<file path="config.mk">
export PLATFORM = sky130hd
export DESIGN_NAME = cnt121_down
export DESIGN_NICKNAME = d
export VERILOG_FILES = /design/src/rtl/cnt121_down.sv
export SDC_FILE = /design/constraint.sdc
export NUM_CORES = 1
export LEC_CHECK = 0
export ABC_CLOCK_PERIOD_IN_PS = 2150
export CORE_ASPECT_RATIO = 0.7
export CORE_MARGIN = 5
export CORE_UTILIZATION = 35
export CTS_CLUSTER_SIZE = 25
export DETAILED_ROUTE_END_ITERATION = 16
export GPL_ROUTABILITY_DRIVEN = 0
export PLACE_DENSITY_LB_ADDON = 0.2
export SYNTH_ARGS = -nofsm -noshare
export SYNTH_HDL_FRONTEND = slang
export SYNTH_SLANG_ARGS = --single-unit
</file>
<file path="constraint.sdc">
create_clock -name Clk -period 2.15 [get_ports Clk]
set_input_delay 0.43 -clock Clk [delete_from_list [all_inputs] [get_ports Clk]]
set_output_delay 0.43 -clock Clk [all_outputs]
set_load 0.02 [all_outputs]
</file>
<file path="src/rtl/cnt121_down.sv">
// Loadable mod-121 down counter on a tens/ones digit pair (0..120).
// Wraps 0 -> top with a one-cycle borrow, or halts at 0 in one-shot mode.
module cnt121_down #(
  parameter int unsigned TOP_H    = 12,
  parameter int unsigned TOP_L    = 0,
  parameter int unsigned ONE_SHOT = 0
) (
  input  logic       Clk,
  input  logic       MR,
  input  logic       En,
  input  logic       Load,
  input  logic [3:0] DH,
  input  logic [3:0] DL,
  output logic [3:0] QH,
  output logic [3:0] QL,
  output logic       B,
  output logic       Z,
  output logic       Done,
  output logic       LdErr
);

  // A top value outside the digit encoding falls back to 12:0 so the digit invariants always hold.
  localparam bit TOP_OK = (TOP_L <= 32'd9) && (TOP_H <= 32'd12) &&
                          ((TOP_H < 32'd12) || (TOP_L == 32'd0));
  localparam logic [3:0] TOP_H_C = TOP_OK ? 4'(TOP_H) : 4'd12;
  localparam logic [3:0] TOP_L_C = TOP_OK ? 4'(TOP_L) : 4'd0;
  localparam bit         OS      = (ONE_SHOT != 32'd0);

  logic [3:0] qh_q, qh_d, ql_q, ql_d;
  logic       b_q, b_d, done_q, done_d, lderr_q, lderr_d;
  logic       load_ok_s, zero_s;

  assign load_ok_s = (DL <= 4'd9) && (DH <= 4'd12) && ((DH < 4'd12) || (DL == 4'd0));
  assign zero_s    = (qh_q == 4'd0) && (ql_q == 4'd0);

  // Next-state selection: Load beats En; pulses default low every cycle.
  always_comb begin
    qh_d    = qh_q;
    ql_d    = ql_q;
    b_d     = 1'b0;
    lderr_d = 1'b0;
    done_d  = done_q;
    if (Load) begin
      if (load_ok_s) begin
        qh_d   = DH;
        ql_d   = DL;
        done_d = OS && (DH == 4'd0) && (DL == 4'd0);
      end else begin
        lderr_d = 1'b1;
      end
    end else if (En) begin
      if (!zero_s) begin
        if (ql_q != 4'd0) begin
          ql_d = ql_q - 4'd1;
        end else begin
          ql_d = 4'd9;
          qh_d = qh_q - 4'd1;
        end
      end else if (!OS) begin
        qh_d = TOP_H_C;
        ql_d = TOP_L_C;
        b_d  = 1'b1;
      end else begin
        done_d = 1'b1;
      end
    end else begin
      qh_d = qh_q;
      ql_d = ql_q;
    end
  end

  // State and registered flags; MR overrides everything.
  always_ff @(posedge Clk) begin
    if (MR) begin
      qh_q    <= TOP_H_C;
      ql_q    <= TOP_L_C;
      b_q     <= 1'b0;
      done_q  <= 1'b0;
      lderr_q <= 1'b0;
    end else begin
      qh_q    <= qh_d;
      ql_q    <= ql_d;
      b_q     <= b_d;
      done_q  <= done_d;
      lderr_q <= lderr_d;
    end
  end

  assign QH    = qh_q;
  assign QL    = ql_q;
  assign B     = b_q;
  assign Z     = zero_s;
  assign Done  = done_q;
  assign LdErr = lderr_q;

endmodule

</file>
# Word-level counts from Yosys, hierarchy flattened
# Cells that the tools add are included.
[totals]
regBits = 10
latchBits = 0
mem_bits_rw = 0
rom_bits = 0
inputBits = 12
out_inout_bits = 12
word_cells = 38
n_memories = 0
[classes]
n_addsub = 2
multipliers = 0
n_div = 0
order_cmp = 3
eq_ne = 2
shifts = 0
mux = 12
bitwise_logic = 2
n_reduce_logical = 13
[op_table]
columns = ["op", "count"]
rows = [
  ["$mux W4", 10],
  ["$logic_not A4 Y1", 3],
  ["$le A4 B4 Y1 const B", 2],
  ["$sub A4 B1 Y4 const B", 2],
  ["$lt A4 B4 Y1 const B", 1],
  ["$reduce_bool A4 Y1", 1],
  ["$logic_and A1 B1 Y1", 3],
  ["$ne A3 B3 Y1 const B", 1],
  ["$reduce_and A3 Y1", 1],
  ["$reduce_or A3 Y1", 1],
  ["$mux W1", 2],
  ["$ne A2 B1 Y1 const B", 1],
  ["$not A1 Y1", 2],
  ["$reduce_and A2 Y1", 1],
  ["$reduce_bool A2 Y1", 1],
  ["$reduce_or A2 Y1", 1],
  ["$logic_or A1 B1 Y1", 1],
]

# Logic depth before layout (Yosys ltp)
[depth]
word_depth = 5
ltp_mapped = 6
mapped_depth_nobuf = 6

# Worst setup path before layout
# No wires, ideal clock.
[synth_path]
path_kind = "register to output"
from = "register ql_q[0], in the netlist QL[0]"
to = "output Z"
t_arrival_ps = 1308
required_ps = 1720
path_slack_ps = 412
path_stages_with_launch = 6
n_path_buf = 0
cell_sequence = "dfxtp_1 > inv_1 > ha_1 > and4bb_2 > nand2_1 > inv_1"
[synth_via]
elab_chain_cells = 2
[synth_rtl]
columns = ["item", "line", "source"]
rows = [
  ["start, declared", "29", "logic [3:0] qh_q, qh_d, ql_q, ql_d;"],
  ["start signal, assigned", "82", "ql_q <= ql_d;"],
  ["$logic_not A4 Y1", "34", "assign zero_s = (qh_q == 4'd0) && (ql_q == 4'd0);"],
  ["$logic_and A1 B1 Y1", "34", ""],
  ["end, declared", "17", "output logic Z,"],
]
# No other way between the ends.

# Final worst setup path
[layout_path]
from = "register qh_q[1], in the netlist QH[1]"
to = "output Z"
[layout_via]
elab_chain_cells = 2
[layout_rtl]
columns = ["item", "line", "source"]
rows = [
  ["start, declared", "29", ""],
  ["start signal, assigned", "81", "qh_q <= qh_d;"],
  ["$logic_not A4 Y1", "34", ""],
  ["$logic_and A1 B1 Y1", "34", ""],
]
# No other way between the ends.

==> metrics.yaml <==
outcome: "complete, no violations"
synth-warning-count: 0
number_of_nets_in_the_finished_design: 124
clockBufferDepth: 2
routed.top_layer: "met4"
grt_antenna_before_repair: 0
io_pins: 24
setup-violations-final: 0
mostFrequentLayoutCell: "sky130_fd_sc_hd__clkdlybuf4s50_1"
dr_wl_met2_um: 720
hold_path_class: "reg2reg"
syn-instance-count: 76
remaining_drcs: 0
die_h_um: 47.3
powerDensity_nw_per_um2: 553
internal_power_uw: 372
layout-drive-gt1-share_pct: 23.1
share_seq_of_total_power_pct: 38.7
cts.htree.levels: 1
synth_area_per_cell_um2: 9.15
syn2layout_area_growth_pct: 45.0
ys_ff_latch: 10
final_period_minus_worst_setup_slack_ns: 2.03
vdd.ir_drop.worst_mv: 0.310
vias_per_cell: 5.67
cts_root_buffer: "sky130_fd_sc_hd__clkbuf_4"
critPathRequiredTime_ns: 1.72
yosysSeqAreaShare_pct: 28.8
finish.cell_count_without_fillers: 130
total_number_of_vias: 737
netSwitchingFraction_pct: 33.3
critPathMaxFanout: 3
synth.distinct_cells: 39
slew-limit-headroom_pct: 59.2
synth_top_area_share_pct: 28.8
dr_wl_met3_um: 181
tritoncts_num_sinks: 10
fp-row-count: 13
starting_utilization_of_the_core_area_pct: 37.2
antenna_cells_inserted: 0
clkLatencyLatePin_ns: 0.27
cts.reportedPaths.clkPinSlew_ns: 0.06
post_dp_cell_area_um2: 986
cp-start-kind: "flop"
grt-ovfl-total: 0
core-area_um2: 1870
tritoncts: "built"
wl_met1_um: 852
timing.max_cap.violations: 0
synth_nets: 90
count_of_port_buffers_added_during_placement: 22
synthFlopType: "sky130_fd_sc_hd__dfxtp_1"
placed_cells: 127
layout.cells.most_common_list: "21 x sky130_fd_sc_hd__clkdlybuf4s50_1, 11 x sky130_fd_sc_hd__buf_4, 9 x sky130_fd_sc_hd__dfxtp_1, 9 x sky130_fd_sc_hd__nor2_1"
global_route.usage.total_pct: 14.3
regArea_um2: 201
place.detailed.hpwl_mm: 1.46
cts.hold.buffers_added: 0
netlist_area_um2: 696
dieWidth_um: 63.3
grt_pass1_vias: 712
ant_nets: 0
synth_async_sr_flop_share_pct: 0
largest_net_degree_at_the_start_of_global_routing: 13
fin_worst_skew_ns: 0.00561
final-hold-violation-count: 0
drt_pre_antenna_iters: 4
cts_setup_buffers: 0
endpoint_kind: "output port"
synth_edf_count: 0
max_clock_freq_mhz: 492
cts_made_buffers: 3
power.combinational.fraction_pct: 37.6
grt_first_pass_wirelength_mm: 3.20
part_of_the_total_power_dissipated_in_the_clock_network_pct: 23.7
final_area_um2: 1010
p_sw_uw: 186
timing.critical_path.arrival_ns: 1.60
path_class: "reg2out"
synth_area_leader_cell: "sky130_fd_sc_hd__dfxtp_1"
layout_worst_path_cycle_share_pct: 94.5
area_of_combinational_cells_with_multiple_inputs_um2: 433
drtIter0Drc: 23
wirelength_mm: 1.79
total_leakage_power_uw: 0.000395
synth.top_cells.by_area: "sky130_fd_sc_hd__dfxtp_1 29%, sky130_fd_sc_hd__nor2_1 4.9%, sky130_fd_sc_hd__a221oi_2 4.3%"
slew_violations: 0
fillCellCount: 185
wl_per_cell_um: 13.7
die_area_um2: 2990
grt_setup_unrepaired: "false"
actual_transition_at_the_worst_max_transition_pin_ns: 0.612
==> final timing paths <==
check / slack (ns) / start / to / cells past startpoint
worst max register to register: 0.34 / QL[1]$_SDFFE_PP0P_ / QL[0]$_SDFFE_PP0P_ / 7
worst min-delay path: 0.51 / QH[0]$_SDFFE_PP0P_ / QH[0]$_SDFFE_PP0P_ / 2
worst max-delay path: 0.12 / QH[1]$_SDFFE_PP0P_ / Z / 6
worst min register to register: 0.51 / QH[0]$_SDFFE_PP0P_ / QH[0]$_SDFFE_PP0P_ / 2
==> cell type report <==
cell class | instances | area share, %
flip-flops and latches | 10 | 20.0
multi-input cells | 56 | 42.9
clock buffers | 3 | 2.23
inverters | 6 | 2.23
repair buffers | 33 | 29.9
well taps | 22 | 2.73
==> flip-flops by register name, indices dropped and copies added, names as in the netlist <==
signal and cells:
QL 4, B 1, LdErr 1, QH 4
==> cells by family (layout without fill, tap and decap cells) <==
kind of cell	Yosys count	after routing	synth area share (%)
AND/OR/NAND/NOR	31	31	27.2
buffers and inverters	10	42	8.99
AO/OA/AOI/OAI	22	22	30.9
other	1	1	0.539
flip-flops	10	10	28.8
adder cells (fa/ha/maj)	2	2	3.60
==> synthesized netlist by cell type (2+ instances only) <==
| cell type | count |
|---|---|
| sky130_fd_sc_hd__dfxtp_1 | 10 |
| sky130_fd_sc_hd__nor2_1 | 9 |
| sky130_fd_sc_hd__inv_1 | 6 |
| sky130_fd_sc_hd__nand2_1 | 6 |
| sky130_fd_sc_hd__a311oi_1 | 3 |
| sky130_fd_sc_hd__a221oi_1 | 2 |
| sky130_fd_sc_hd__a221oi_2 | 2 |
| sky130_fd_sc_hd__a222oi_1 | 2 |
| sky130_fd_sc_hd__buf_4 | 2 |
| sky130_fd_sc_hd__ha_1 | 2 |
| sky130_fd_sc_hd__nand2b_1 | 2 |
| sky130_fd_sc_hd__nand3_1 | 2 |
| sky130_fd_sc_hd__nor3_1 | 2 |
==> per-stage QoR <==
stage          worst slack (ns)  setup TNS [ns]  utilization, %  power, µW  hold WS [ns]
2_1_floorplan             0.412               0               -        336         0.574
3_3_place_gp            -0.0241         -0.0241            52.7        427         0.506
3_5_place_dp             -0.122          -0.190            52.7        429         0.505
4_1_cts                  0.0869               0            53.8        560         0.515
5_1_grt                  0.0149               0            53.9        601         0.565
6_report                  0.119               0            53.9        558         0.514
==> power groups by stage <==
stage                     combinational (µW)  sequential (µW)  clock [µW]
after floorplan                         98.5              238           0
after global placement                   209              219           0
after detailed placement                 210              220           0
after CTS                                210              215         134
after global routing                     232              218         151
final                                    210              216         132
==> layer usage <==
layer	up-vias	GRT usage, %
met5	-	0
met4	0	6.22
met3	5	7.66
met2	32	22.1
met1	340	16.9
li1	360	-
==> repair_timing <==
| action | in CTS | in global routing |
|---|---|---|
| pin swaps | 0 | 0 |
| endpoints found under the setup margin | 1 | 1 |
| gates resized for setup | 1 | 1 |
| gates cloned | 0 | 0 |
==> worst max-delay path: stages, from the launching register on <==
cell and delay (ns):
sky130_fd_sc_hd__dfxtp_1 0.32, sky130_fd_sc_hd__inv_1 0.08, sky130_fd_sc_hd__ha_1 0.19, sky130_fd_sc_hd__and4bb_2 0.29, sky130_fd_sc_hd__nand2_1 0.08, sky130_fd_sc_hd__inv_1 0.06
sky130_fd_sc_hd__dlygate4sd2_1 0.32
Power figures use the tool's default switching activity.
==> RTL change 1: new RTL, same settings <==
Register the input `DH` before use. The logic sees it one clock later. The other inputs are not delayed to match.
--- a/src/rtl/cnt121_down.sv
+++ b/src/rtl/cnt121_down.sv
@@ -26,11 +26,17 @@
   localparam logic [3:0] TOP_L_C = TOP_OK ? 4'(TOP_L) : 4'd0;
   localparam bit         OS      = (ONE_SHOT != 32'd0);
 
+  logic [3:0] DH_q;
+
+  always_ff @(posedge Clk) begin
+    DH_q <= DH;
+  end
+
   logic [3:0] qh_q, qh_d, ql_q, ql_d;
   logic       b_q, b_d, done_q, done_d, lderr_q, lderr_d;
   logic       load_ok_s, zero_s;
 
-  assign load_ok_s = (DL <= 4'd9) && (DH <= 4'd12) && ((DH < 4'd12) || (DL == 4'd0));
+  assign load_ok_s = (DL <= 4'd9) && (DH_q <= 4'd12) && ((DH_q < 4'd12) || (DL == 4'd0));
   assign zero_s    = (qh_q == 4'd0) && (ql_q == 4'd0);
 
   // Next-state selection: Load beats En; pulses default low every cycle.
@@ -42,9 +48,9 @@
     done_d  = done_q;
     if (Load) begin
       if (load_ok_s) begin
-        qh_d   = DH;
+        qh_d   = DH_q;
         ql_d   = DL;
-        done_d = OS && (DH == 4'd0) && (DL == 4'd0);
+        done_d = OS && (DH_q == 4'd0) && (DL == 4'd0);
       end else begin
         lderr_d = 1'b1;
       end
Behaviour: not the same (Yosys sat finds a counterexample within 4 cycles, from zero or initial values).
==> RTL change 1 against the original RTL <==
  * Design area up 8.6%
  * Sequential cell count up 4
  * Core utilization down 2.7 points
  * Power up 17%
  * Clock power up 11%
  * Routed wire length up 12%
  * Worst setup slack worse by 0.038 ns
  * Synthesized area up 12%
==> RTL change 1: results (changes against the original RTL) <==
clock_network:
  postCtsSetupBuffers: 0  # unchanged
  tritoncts.num_buffers: 3  # unchanged
  worst_skew_pair.late_latency_ns: 0.28
  h-tree-depth: 1  # unchanged
  clk_pin_slew_worst_paths_ns: 0.08  # +0.02 ns
  cts-root-buf: "sky130_fd_sc_hd__clkbuf_4"
critical_path:
  critical_path.max_fanout: 4  # +1
  cp_slowest_stage_delay_ns: 0.35  # +0.03 ns
  worst-endpoint-arrival_ns: 1.64  # +0.04 ns
  cpMaxStageDelayCell: "sky130_fd_sc_hd__dfxtp_1"
  cpLargestDelayFamily: "simple AND/OR/NAND/NOR gates"
cells_and_area:
  post_route_cells_drive_above_1_share_pct: 19.5  # -3.7 points
  filler_cell_count: 212  # +15%
  num-nets-final: 129  # +4.0%
drt:
  drtPass1Iterations: 4  # unchanged
  detailedRoute.firstIterationViolations: 17  # -26%
  route.detailed.vias_per_inst: 5.26  # -7.2%
  wl_per_cell_um: 13.8  # +0.25%
global_route:
  maximum_number_of_pins_on_one_net_before_global_route_repair: 19  # +6
  grt_usage_pct: 13.4  # -0.94 points
  first_global_vias: 729  # +2.4%
  global_route_wire_length_before_repair_um: 3380  # +5.6%
synth:
  synth_async_sr_flop_share_pct: 0  # unchanged
  ys.flop_type: "sky130_fd_sc_hd__dfxtp_1"
  synthTopCellsByArea: "sky130_fd_sc_hd__dfxtp_1 (36%), sky130_fd_sc_hd__a211oi_1 (4.8%), sky130_fd_sc_hd__a31oi_1 (3.2%)"
  synth_sequential_area_ratio_pct: 36.0  # +7.2 points
  synth_adder_area_share_pct: 3.21  # -0.39 points
  synth_common_cells: "sky130_fd_sc_hd__dfxtp_1 (14), sky130_fd_sc_hd__inv_1 (6), sky130_fd_sc_hd__nand2_1 (6)"
  muxShareOfSynthArea_pct: 0  # unchanged
  syn_nets: 99  # +10%
  ys_types: 44  # +13%
  synth-compound-area-share_pct: 29.2  # -1.7 points
  yosysWarnings: 0  # unchanged
  yosys.area_share.xor_xnor_pct: 0  # unchanged
run_status:
  run_status: "finished, final reports clean"
worst_hold_path:
  holdCritPathClass: "flop to flop"
power:
  peak_supply_drop_mv: 0.285  # -8.1%
  sequential_share_of_power_pct: 44.9  # +6.2 points
  static_leakage_nw: 0.438  # +11%
  netSwitchingFraction_pct: 31.0  # -2.3 points
place:
  placedInstanceArea_um2: 1070  # +8.8%
  dp_hpwl_um: 1620  # +11%
  port_buffers: 22  # unchanged
timing:
  final.setup_skew_ns: 0.00591  # +0.000305 ns
RTL change 1: cell count changes after synthesis, moves of 3 or more:
cell	change
sky130_fd_sc_hd__dfxtp_1	+4
sky130_fd_sc_hd__a31oi_1	+3
sky130_fd_sc_hd__nor2_1	-6
sky130_fd_sc_hd__a311oi_1	-3
sky130_fd_sc_hd__a211oi_1	+4
RTL change 1: logic make-up after synthesis:
family,Yosys count
AO/OA/AOI/OAI,28
adder cells (fa/ha/maj),2
buffers and inverters,10
flip-flops,14
other,1
AND/OR/NAND/NOR,30
RTL change 1: final cells by class:
class	count	share of cell area [%]
Multi-Input combinational cell	61	41.7
Sequential cell	14	25.7
Timing Repair Buffer	29	24.8
Tap cell	32	3.66
Clock buffer	3	2.06
Inverter	6	2.06
RTL change 1: final timing paths:
kind | to | slack [ns] | cells past startpoint | start
min reg2reg | QH[3] | 0.58 | 2 | DH_q[3]
max reg2reg | QH[3] | 0.45 | 7 | QH[1]
min | QH[3] | 0.58 | 2 | DH_q[3]
max | Z | 0.08 | 5 | QL[0]
RTL change 1: per-layer routing:
layer	wire [um]	GRT usage (%)	vias to the layer above
met3	220	5.68	2
met5	0	0	-
li1	-	-	383
met4	8	5.41	0
met1	934	18.1	341
met2	833	18.5	37
RTL change 1: through the flow:
stage                     worst slack (ns)  util, %  cells  power [mW]  hold WS [ns]
after global placement               0.122     50.2    142       0.510         0.562
after global routing                0.0127     51.2    145       0.696         0.568
after floorplan                      0.350        -     85       0.417         0.458
after CTS                           0.0452     51.2    145       0.665         0.572
final                               0.0807     51.2    145       0.655         0.580
after detailed placement            0.0807     50.2    142       0.512         0.577
RTL change 1: what timing repair did:
item,4_1_cts,5_1_grt
hold buffers,0,0
resized for setup,1,1
setup endpoints to repair,1,1
==> RTL change 2: new RTL, config.mk and constraints unchanged <==
Made on the original files. Set the parameter `TOP_H` to 6 (it was 12).
--- a/src/rtl/cnt121_down.sv
+++ b/src/rtl/cnt121_down.sv
@@ -1,7 +1,7 @@
 // Loadable mod-121 down counter on a tens/ones digit pair (0..120).
 // Wraps 0 -> top with a one-cycle borrow, or halts at 0 in one-shot mode.
 module cnt121_down #(
-  parameter int unsigned TOP_H    = 12,
+  parameter int unsigned TOP_H    = 6,
   parameter int unsigned TOP_L    = 0,
   parameter int unsigned ONE_SHOT = 0
 ) (
Function: changed (Yosys sat finds a counterexample within 4 cycles, from zero or initial values).
==> RTL change 2 against the original RTL <==
  * Global-route usage hardly changed
  * Routed wire length up 13%
  * Design area fell by 2.6%
  * Synthesized area fell by 1.3%
  * Power rose by 4.8%
  * Sequential cell count unchanged
  * Worst setup slack improved by 0.0010 ns
  * Synthesized cell count grew 5.3%
==> RTL change 2: results (changes against the original RTL) <==
worst_hold_path:
  holdCritPathClass: "flop to flop"
  timing.hold.worst_path_depth: 2  # unchanged
synth:
  synth_adder_area_share_pct: 3.64  # +0.046 points
  syn_nets: 94  # +4.4%
  synthTopCellsByArea: "sky130_fd_sc_hd__dfxtp_1 (29%), sky130_fd_sc_hd__nand2_1 (4.4%), sky130_fd_sc_hd__nor2_1 (3.8%)"
  ys_types: 41  # +5.1%
  yosysWarnings: 0  # unchanged
  synth-compound-area-share_pct: 29.9  # -1.1 points
  ys.flop_type: "sky130_fd_sc_hd__dfxtp_1"
  synth_sequential_area_ratio_pct: 29.1  # +0.37 points
  muxShareOfSynthArea_pct: 0  # unchanged
  synth_common_cells: "sky130_fd_sc_hd__dfxtp_1 (10), sky130_fd_sc_hd__nand2_1 (8), sky130_fd_sc_hd__nor2_1 (7)"
  yosys.area_share.xor_xnor_pct: 0  # unchanged
  synth_async_sr_flop_share_pct: 0  # unchanged
run_status:
  run_status: "finished, final reports clean"
cells_and_area:
  num-nets-final: 123  # -0.81%
  post_route_cells_drive_above_1_share_pct: 16.7  # -6.5 points
  antennaDiodeCount: 0  # unchanged
  filler_cell_count: 188  # +1.6%
critical_path:
  r2r_cell_count: 6  # -1
  worst-endpoint-arrival_ns: 1.60  # about the same
  regToRegSetupSlack_ns: 0.48  # +0.14 ns
  critical_path.max_fanout: 5  # +2
place:
  placedInstanceArea_um2: 943  # -4.3%
  port_buffers: 22  # unchanged
  pre_cts_ws_ns: -0.0230  # +0.0990 ns
  dp_hpwl_um: 1560  # +6.9%
timing:
  final.setup_skew_ns: 0.00739  # +0.00179 ns
  timing.max_slew.rel_slack_pct: 64.7  # +5.5 points
  final.hold.worst_slack_ns: 0.553  # +0.0386 ns
  period_share_pct: 94.4  # about the same
clock_network:
  cts-root-buf: "sky130_fd_sc_hd__clkbuf_4"
  h-tree-depth: 1  # unchanged
  cts_max_path_buffers: 2  # unchanged
  worst_skew_pair.late_latency_ns: 0.27  # about the same
  clk_pin_slew_worst_paths_ns: 0.07
  tritoncts.num_buffers: 3  # unchanged
power:
  static_leakage_nw: 0.393  # -0.32%
  peak_supply_drop_mv: 0.390  # +26%
global_route:
  grt_usage_pct: 14.3  # about the same
  maximum_number_of_pins_on_one_net_before_global_route_repair: 11  # -2
  antenna_found_initial: 0  # unchanged
  global_route_wire_length_before_repair_um: 3170  # -1.1%
  first_global_vias: 655  # -8.0%
drt:
  wl_per_cell_um: 15.6  # +13%
  drtPass1Iterations: 4  # unchanged
  detailedRoute.firstIterationViolations: 55  # +140%
  detailroute.via_count: 728  # -1.2%
==> RTL change 2: path summary, 6_finish.rpt <==
| path | endpoint | startpoint |
|---|---|---|
| max | Z | QL[1] |
| min | QH[0] | QH[0] |
| max reg2reg | QH[3] | QL[1] |
| min reg2reg | QH[0] | QH[0] |
==> RTL change 2: cell families after synthesis <==
logic type,after synthesis
AND/OR/NAND/NOR,33
AO/OA/AOI/OAI,23
buffers and inverters,11
flip-flops,10
adder cells (fa/ha/maj),2
other,1
==> RTL change 2: power breakdown <==
group / total [mW] / leakage (nW) / switching (mW) / internal (mW)
sequential: 0.215 / 0.0829 / 0.0140 / 0.201
combinational: 0.192 / 0.289 / 0.0999 / 0.0924
clock: 0.178 / 0.0210 / 0.0746 / 0.103
==> RTL change 2: layout make-up <==
cell class | count | share of cell area (%)
clock buffer | 4 | 3.69
timing repair buffer | 29 | 27.8
sequential | 10 | 20.6
tap | 22 | 2.80
inverter | 6 | 2.29
multi-input combinational | 59 | 42.8
==> RTL change 2: metal layers <==
layer	GRT usage, %	up-vias	share of wire, %
met1	19.8	336	50
met3	6.70	2	10
li1	-	357	-
met5	0	-	0
met2	20.4	33	40
met4	2.54	0	0.59
==> RTL change 2: worst max-delay path: stages, from the launching register on <==
cell	delay, ns
sky130_fd_sc_hd__dfxtp_2	0.37
sky130_fd_sc_hd__inv_1	0.05
sky130_fd_sc_hd__ha_1	0.19
sky130_fd_sc_hd__and4bb_2	0.27
sky130_fd_sc_hd__nand2_1	0.12
sky130_fd_sc_hd__inv_1	0.05
sky130_fd_sc_hd__clkdlybuf4s15_1	0.28
==> RTL change 2: what timing repair did <==
action	CTS	global route
gates resized for setup	1	3
setup endpoints to repair	1	1
setup buffers	0	0
==> RTL change 2: per-stage QoR <==
stage / cells / utilization, % / setup TNS, ns
2_1_floorplan: 80 / - / 0
3_3_place_gp: 126 / 50.9 / 0
3_5_place_dp: 126 / 50.9 / -0.0230
4_1_cts: 130 / 52.8 / 0
5_1_grt: 130 / 53.0 / 0
6_report: 130 / 53.0 / 0
